<file path="config.mk">
export PLATFORM = sky130hd
export DESIGN_NAME = alu_seq
export DESIGN_NICKNAME = d
export VERILOG_FILES = /design/src/rtl/alu_seq.sv
export SDC_FILE = /design/constraint.sdc
export NUM_CORES = 1
export LEC_CHECK = 0
export BUFFER_PORTS_ARGS = -buffer_cell sky130_fd_sc_hd__buf_2
export CORE_MARGIN = 5
export CORE_UTILIZATION = 30
export DETAILED_ROUTE_END_ITERATION = 8
export MAX_ROUTING_LAYER = met4
export REMOVE_ABC_BUFFERS = 1
export SLEW_MARGIN = 20
export SYNTH_ARGS = -nofsm -noshare
export SYNTH_HDL_FRONTEND = slang
export SYNTH_SLANG_ARGS = --single-unit
</file>
<file path="constraint.sdc">
create_clock -name CLK -period 3.8 [get_ports CLK]
set_clock_uncertainty 0.15 [all_clocks]
set_input_delay 0.38 -clock CLK [delete_from_list [all_inputs] [get_ports CLK]]
set_output_delay 0.38 -clock CLK [all_outputs]
set_load 0.02 [all_outputs]
</file>
<file path="src/rtl/alu_seq.sv">
// alu_seq: registered ALU with START/BUSY/DONE handshake and status flags.
// Single-cycle ops complete one cycle after START. Define ALU_SEQ_MUL_EN to
// build the iterative shift-add multiplier for opcode 111. Without it, 111
// completes in one cycle with ERROR set.
module alu_seq #(
    parameter int unsigned WIDTH = 8
) (
    input  logic             CLK,
    input  logic             RESET,
    input  logic             START,
    input  logic [2:0]       SELECT,
    input  logic [WIDTH-1:0] DATA1,
    input  logic [WIDTH-1:0] DATA2,
    output logic [WIDTH-1:0] RESULT,
    output logic             DONE,
    output logic             BUSY,
    output logic             ZERO,
    output logic             CARRY,
    output logic             ERROR
);

    localparam int unsigned SHW = $clog2(WIDTH);

    localparam logic [2:0] OP_FWD = 3'b000;
    localparam logic [2:0] OP_ADD = 3'b001;
    localparam logic [2:0] OP_AND = 3'b010;
    localparam logic [2:0] OP_OR  = 3'b011;
    localparam logic [2:0] OP_SUB = 3'b100;
    localparam logic [2:0] OP_SLL = 3'b101;
    localparam logic [2:0] OP_SRA = 3'b110;
    localparam logic [2:0] OP_MUL = 3'b111;

    logic [WIDTH-1:0] result_q, result_d;
    logic             done_q, done_d;
    logic             busy_q, busy_d;
    logic             zero_q, zero_d;
    logic             carry_q, carry_d;
    logic             error_q, error_d;
    logic             idle_c;

`ifdef ALU_SEQ_MUL_EN
    typedef enum logic {S_IDLE, S_MUL} state_t;
    state_t             state_q, state_d;
    logic [SHW-1:0]     cnt_q, cnt_d;
    logic [2*WIDTH-1:0] acc_q, acc_d;
    logic [2*WIDTH-1:0] mcand_q, mcand_d;
    logic [WIDTH-1:0]   mplier_q, mplier_d;
    logic [2*WIDTH-1:0] mul_acc_c;
`endif

    logic [WIDTH:0]          add_c;
    logic [WIDTH:0]          sub_c;
    logic [SHW-1:0]          shamt_c;
    logic signed [WIDTH-1:0] d1_signed_c;
    logic [WIDTH-1:0]        alu_res_c;
    logic                    alu_carry_c;

    // Single-cycle datapath: result and carry straight from the inputs
    always_comb begin
        add_c       = {1'b0, DATA1} + {1'b0, DATA2};
        sub_c       = {1'b0, DATA1} + {1'b0, ~DATA2} + (WIDTH+1)'(1);
        shamt_c     = DATA2[SHW-1:0];
        d1_signed_c = $signed(DATA1);
        alu_res_c   = DATA2;
        alu_carry_c = 1'b0;
        case (SELECT)
            OP_FWD: alu_res_c = DATA2;
            OP_ADD: begin
                alu_res_c   = add_c[WIDTH-1:0];
                alu_carry_c = add_c[WIDTH];
            end
            OP_AND: alu_res_c = DATA1 & DATA2;
            OP_OR:  alu_res_c = DATA1 | DATA2;
            OP_SUB: begin
                alu_res_c   = sub_c[WIDTH-1:0];
                alu_carry_c = sub_c[WIDTH];
            end
            OP_SLL: alu_res_c = DATA1 << shamt_c;
            OP_SRA: alu_res_c = $unsigned(d1_signed_c >>> shamt_c);
            default: alu_res_c = DATA2;
        endcase
    end

    // Next-state: accept in IDLE, step the multiplier, form completion outputs
    always_comb begin
        result_d = result_q;
        zero_d   = zero_q;
        carry_d  = carry_q;
        done_d   = 1'b0;
        error_d  = 1'b0;
        busy_d   = 1'b0;
`ifdef ALU_SEQ_MUL_EN
        state_d   = state_q;
        cnt_d     = cnt_q;
        acc_d     = acc_q;
        mcand_d   = mcand_q;
        mplier_d  = mplier_q;
        mul_acc_c = acc_q + (mplier_q[0] ? mcand_q : '0);
        idle_c    = (state_q == S_IDLE);
`else
        idle_c    = 1'b1;
`endif

        if (idle_c && START) begin
            if (SELECT == OP_MUL) begin
`ifdef ALU_SEQ_MUL_EN
                state_d  = S_MUL;
                busy_d   = 1'b1;
                cnt_d    = '0;
                acc_d    = '0;
                mcand_d  = {{WIDTH{1'b0}}, DATA1};
                mplier_d = DATA2;
`else
                done_d   = 1'b1;
                error_d  = 1'b1;
`endif
            end else begin
                done_d   = 1'b1;
                result_d = alu_res_c;
                zero_d   = (alu_res_c == '0);
                carry_d  = alu_carry_c;
            end
        end

`ifdef ALU_SEQ_MUL_EN
        // One shift-add step per cycle; START is ignored while here
        if (state_q == S_MUL) begin
            acc_d    = mul_acc_c;
            mcand_d  = mcand_q << 1;
            mplier_d = mplier_q >> 1;
            cnt_d    = cnt_q + SHW'(1);
            if (cnt_q == SHW'(WIDTH - 1)) begin
                state_d  = S_IDLE;
                done_d   = 1'b1;
                result_d = mul_acc_c[WIDTH-1:0];
                zero_d   = (mul_acc_c[WIDTH-1:0] == '0);
                carry_d  = |mul_acc_c[2*WIDTH-1:WIDTH];
            end else begin
                busy_d   = 1'b1;
            end
        end
`endif
    end

    // State and output registers with synchronous reset
    always_ff @(posedge CLK) begin
        if (RESET) begin
            result_q <= '0;
            done_q   <= 1'b0;
            busy_q   <= 1'b0;
            zero_q   <= 1'b0;
            carry_q  <= 1'b0;
            error_q  <= 1'b0;
`ifdef ALU_SEQ_MUL_EN
            state_q  <= S_IDLE;
            cnt_q    <= '0;
            acc_q    <= '0;
            mcand_q  <= '0;
            mplier_q <= '0;
`endif
        end else begin
            result_q <= result_d;
            done_q   <= done_d;
            busy_q   <= busy_d;
            zero_q   <= zero_d;
            carry_q  <= carry_d;
            error_q  <= error_d;
`ifdef ALU_SEQ_MUL_EN
            state_q  <= state_d;
            cnt_q    <= cnt_d;
            acc_q    <= acc_d;
            mcand_q  <= mcand_d;
            mplier_q <= mplier_d;
`endif
        end
    end

    assign RESULT = result_q;
    assign DONE   = done_q;
    assign BUSY   = busy_q;
    assign ZERO   = zero_q;
    assign CARRY  = carry_q;
    assign ERROR  = error_q;

endmodule

</file>
=== Yosys cells after proc, flatten, opt, wreduce, memory -nomap -nowiden ===
Cells that the tools add are included.
Widths: inputs -> output; s select.

* Register bits: 12
* Output and inout bits: 13

* Add/sub/neg operators: 3
* Equality and inequality tests: 7
* Shifts and indexed selects: 2
* Mux-type cells: 4
* Bitwise operators: 5
* Reduce and logical (&&, ||, !) cells: 3

{| class="wikitable"
|+ Operator list
! kind !! count
|-
| $pmux 8 s6 || 1
|-
| $add 8x8->9 || 2
|-
| $eq 3x3->1 const B || 4
|-
| $add 9x1->9 const B || 1
|-
| $and 8x8->8 || 1
|-
| $logic_not 8->1 || 1
|-
| $not 8->8 || 1
|-
| $or 8x8->8 || 1
|-
| $shl 8x3->8 || 1
|-
| $sshr 8x3->8 || 1
|-
| $eq 3x2->1 const B || 2
|-
| $eq 3x1->1 const B || 1
|-
| $mux 1 || 2
|-
| $not 1->1 || 2
|-
| $pmux 1 s2 || 1
|-
| $reduce_and 2->1 || 1
|-
| $reduce_or 2->1 || 1
|}

=== Logic depth before layout (Yosys ltp) ===
* Word-level depth: 5
* Depth in mapped cells: 12

=== Worst setup path before layout ===
No wires, ideal clock.

* Kind: in2reg
* Start point: input DATA2[1]
* End point: register zero_q (netlist: ZERO)
* Setup time: 0.084 ns
* Arrival: 2.719 ns
* Slack: 0.847 ns
* Stages: 12
* Path buffers: 3
* Path through: buf_6 -> buf_2 -> buf_2 -> inv_1 -> ha_1 -> nor2_1 -> or2_2 -> a21oi_1 -> mux2i_1 -> a31oi_1 -> or4b_1 -> o31ai_2

* Longest elaborated chain between the ends: 5

{| class="wikitable"
|+ Ends and longest elaborated chain
! element !! RTL line !! source
|-
| start: declaration || 13 || <nowiki>input logic [WIDTH-1:0] DATA2,</nowiki>
|-
| $not 8->8 || 61 || <nowiki>sub_c = {1'b0, DATA1} + {1'b0, ~DATA2} + (WIDTH+1)'(1);</nowiki>
|-
| $add 8x8->9 || 61 ||
|-
| $add 9x1->9 || 61 ||
|-
| $pmux 8 s6 (*) || 66 || <nowiki>case (SELECT)</nowiki>
|-
| $logic_not 8->1 (*) || 120 || <nowiki>zero_d = (alu_res_c == '0);</nowiki>
|-
| end signal: assignment || 165 || <nowiki>zero_q <= zero_d;</nowiki>
|-
| end: declaration || 36 || <nowiki>logic zero_q, zero_d;</nowiki>
|}

Every way passes the cells marked *; elsewhere a longest branch is shown, timed or not.
A chain may end at the register's enable or synchronous reset.

=== Worst setup path after layout ===
* Start point: input DATA1[0]
* End point: register zero_q (netlist: ZERO)

* Longest elaborated chain between the ends: 4

{| class="wikitable"
|+ Ends and longest elaborated chain
! element !! RTL line !! source
|-
| start: declaration || 12 || <nowiki>input logic [WIDTH-1:0] DATA1,</nowiki>
|-
| $add 8x8->9 || 61 ||
|-
| $add 9x1->9 || 61 ||
|-
| $pmux 8 s6 (*) || 66 ||
|-
| $logic_not 8->1 (*) || 120 ||
|}

Marks and branches as above.

==> metrics list <==
- Peak clock frequency supported by timing: about 320 MHz
- In this run the power density over the cells is about 210 nW/um2.
- Yosys attributes the largest share of cell area to ha_1 (14%), dfxtp_1 (10%), mux4_2 (7.8%).
- Endpoint of the worst register-to-register path: RESULT[0]$_SDFFE_PP0P_
- Cell-by-cell listing of the critical path: buf_2 -> inv_1 -> ha_1 -> fa_1 -> or2_1 -> a221oi_1 -> nor3_1 -> a211o_1 -> o32a_1 -> or2_2 -> o31ai_2
- In this run the tightest slew margin relative to its limit is a little under three fifths.
- Start-to-end type of the worst setup path: input port to flop
- Vias per cell: approximately 5.6
- For the worst setup path, the data required time is around 3.8 ns.
- Routed WL per cell: 16.18 um
- Synthesized area per cell: around 7.4 um2
- Drt drc: 0
- The tool flagged a number of max-cap violations equal to 0.
* Area share of the largest cell type after synthesis: 13.58%
- Entering global routing, the biggest net connects 30 pins.
- At the pin with the least slew margin, the transition time is 0.6297 ns.
- Die W: between 90 and 100 um
- The synthesized design contains 12 register bits.
- Via count of the first global-routing pass: between 2000 and 2500
* Number of different library cells in the post-synthesis netlist: 63
- Number of I/O port buffers: 33
- Cells after Synth: about 310
- Of the synthesized area, sequential elements account for 10.43%.
- Number of sinks driven by the clock tree: 12
- I/O pins: 35
- Final Net Count: ~380
- Finish-stage setup viols: 0
- The die covers 9531 um2.
- Number of diodes added for antenna fixing: 0
- The initial antenna violation count was 0.
- Vertical extent of the die: 97.63 um
- At the placement stage, the worst setup path has a slack of 0.4510 ns.
* Total track usage: about 15%
- VDD sags by at most ~0.12 mV.
- The number of max-slew violations in the final report is 0.
- Slowest stage delay, CP: between 0.4 and 0.5 ns
- The largest total area in the synthesized netlist belongs to ha_1.
* Critical path arrival: about 3.1 ns
* Total power draw: roughly 0.55 mW
* WP buf/inv: 2
- Clock tree from TritonCTS: built
- TritonRoute pass-1 iters: 5
- RSZ-0062 raised after global routing: no
- Subtracting the final worst setup slack from the clock period gives around 3.1 ns.
* Maximum clock insertion buffer count: 2
- Clk pin slew, worst setup/hold paths: around 0.050 ns
- Largest driver fanout on the critical path: 6
- The core region is 7607 um2.
* Detailed Place HPWL: 5.514 mm
* Total Routed Length: 7.024 mm
* Area of the mapped netlist: about 2300 um2
* Initial core utilization: 30.28%
* Buffer cell driving the clock tree root: clkbuf_8
- CTS built an H-tree with a depth of 1.
- In this run, synthesis inferred 0 flip-flops with an integrated enable.
- The slowest stage of the critical path is the a221oi_1 cell.
* Sum of negative setup slack: 0 ns
- Grt total ovfl: 0
- Along the worst hold path, the cell count comes to 2.
- In this run the static leakage power is 1.112 nW.
- The most used flip-flop cell after synthesis is dfxtp_1.
* Outcome: completed
* Portion of the clock cycle consumed by the worst path in the final layout: between 80% and 90%
- TritonCTS Buffers: 3
- Among cell families on the critical path, the largest total delay comes from compound AO/OA/AOI/OAI gates.
* Hold buffers post-CTS: 0
* Syn. warnings: 0
* Global-route wire length before repair: roughly 12 mm
- The final route contains about 2400 vias.
- The startpoint identified for the worst hold timing path is START.
- The worst register-to-register path has a setup slack of ~3 ns.
- Post-CTS setup buffer count: 0
* Kind of start point of the critical path: input port
- Once routing completed, OpenROAD measured the worst setup slack at 0.6621 ns.
- Routability-driven placement finished with a final weighted congestion of slightly above 0.9.
* Async S/R FF share, synth: 0%
* Critical Path End Type: flop
- After clock tree synthesis, the repair step resized 0 gates.
- Num rows: 32
- The area growth from synthesis to layout is 11.35%.
- Fraction of final layout cells sized beyond drive strength 1: ~17%
- The path with the worst hold slack has its endpoint at DONE$_SDFF_PP0_.
- In this run the worst setup path begins at DATA1[0].
- Final ANT Viol Nets: 0
* Hold Path Class: input port to flop
- In this run the critical register-to-register path is launched from RESULT[0]$_SDFFE_PP0P_.
* Final count of hold timing violations: 0
- The worst register-to-register path has a depth of 2.
* Worst skew pair latency: between 0.2 and 0.25 ns
- Hold Worst Slack: 0.2776 ns
- Initial DRC Count: approximately 240
-- metrics by stage --
| step | utilization, % | cells | cell area [um2] |
|---|---|---|---|
| after floorplan | - | 294 | 2216 |
| after global placement | 33.17 | 431 | 2524 |
| after detailed placement | 33.17 | 431 | 2524 |
| after CTS | 33.72 | 434 | 2565 |
| after global routing | 33.72 | 434 | 2565 |
| final | 33.72 | 434 | 2565 |
-- cell usage after synthesis, types with 5 or more instances --
cell,instances
nand2_1,27
a211oi_1,11
ha_1,25
nand3_1,8
a31oi_1,5
nand2b_1,6
mux2i_1,10
nor2b_1,6
clkbuf_1,11
nor3_1,9
dfxtp_1,12
nor2_1,35
mux4_2,8
o21ai_0,12
a21oi_1,27
inv_1,27
-- state kept, by name, summed over array words and instances (netlist names) --
signal  cells
CARRY       1
ERROR       1
RESULT      8
ZERO        1
DONE        1
-- layout make-up --
class | count | area (um2)
well taps | 102 | 127.6
clock buffers | 3 | 41.29
repair buffers | 35 | 180.2
multi-input cells | 255 | 1874
fillers | 829 | 5042
flip-flops and latches | 12 | 240.2
inverters | 27 | 101.3
-- how the worst max path moves through the flow --
stage                              endpoint  slack [ns]  cells after the start
after CTS                 ZERO$_SDFFE_PP0P_        0.69                     11
final                     ZERO$_SDFFE_PP0P_        0.66                     11
after global routing      ZERO$_SDFFE_PP0P_        0.54                     10
after detailed placement  ZERO$_SDFFE_PP0P_        0.45                     11
after floorplan           ZERO$_SDFFE_PP0P_        0.89                     10
after global placement    ZERO$_SDFFE_PP0P_        0.50                     11
-- metal layers --
layer | GRT usage [%] | up-vias | share of wire [%]
li1 | - | 1170 | -
met1 | 22.28 | 1153 | 48
met2 | 20.88 | 97 | 43
met3 | 2.225 | 14 | 6.1
met4 | 4.686 | 0 | 2.5
met5 | - | - | 0
-- power breakdown --
group / switching (mW) / internal, mW
Clock: 0.0423 / 0.0695
Sequential: 0.00340 / 0.134
Combinational: 0.183 / 0.117
-- kinds of logic (layout without fill, tap and decap cells) --
family / after synthesis / count (layout) / share of synthesized area (%)
AND/OR/NAND/NOR: 115 / 115 / 24.93
flip-flops: 12 / 12 / 10.43
AO/OA/AOI/OAI: 89 / 89 / 26.67
multiplexers: 20 / 20 / 13.15
XOR/XNOR: 3 / 3 / 1.141
adder cells (fa/ha/maj): 27 / 27 / 15.32
other: 1 / 1 / 0.1628
buffers and inverters: 45 / 65 / 8.202
-- worst register-to-register path, stage by stage, from the launching register on --
cell and delay (ns):
dfxtp_1 0.32, nor2_1 0.05, a211oi_1 0.21
-- cells in the final DEF, fill, tap and decap left out, types with 2 or more instances in the layout --
cell	count
o221ai_1	2
clkbuf_8	3
nand2_1	27
a211oi_1	11
mux4_2	8
a21oi_1	27
o32a_1	4
mux2i_1	10
o21a_1	2
nor2_1	35
fa_1	2
nor3_1	9
inv_1	27
buf_4	2
nand3_1	8
o22ai_1	2
o32ai_1	2
a31oi_1	5
and3_1	2
mux2_2	2
nand3b_1	4
dfxtp_1	12
o21ai_0	12
o211ai_1	4
nor2b_1	6
nand2b_1	6
or2_1	2
or3_1	2
o21bai_1	2
xor2_1	2
or2_2	2
ha_1	25
a22oi_1	2
buf_2	33
No activity file was read; power rests on OpenSTA's default activity.
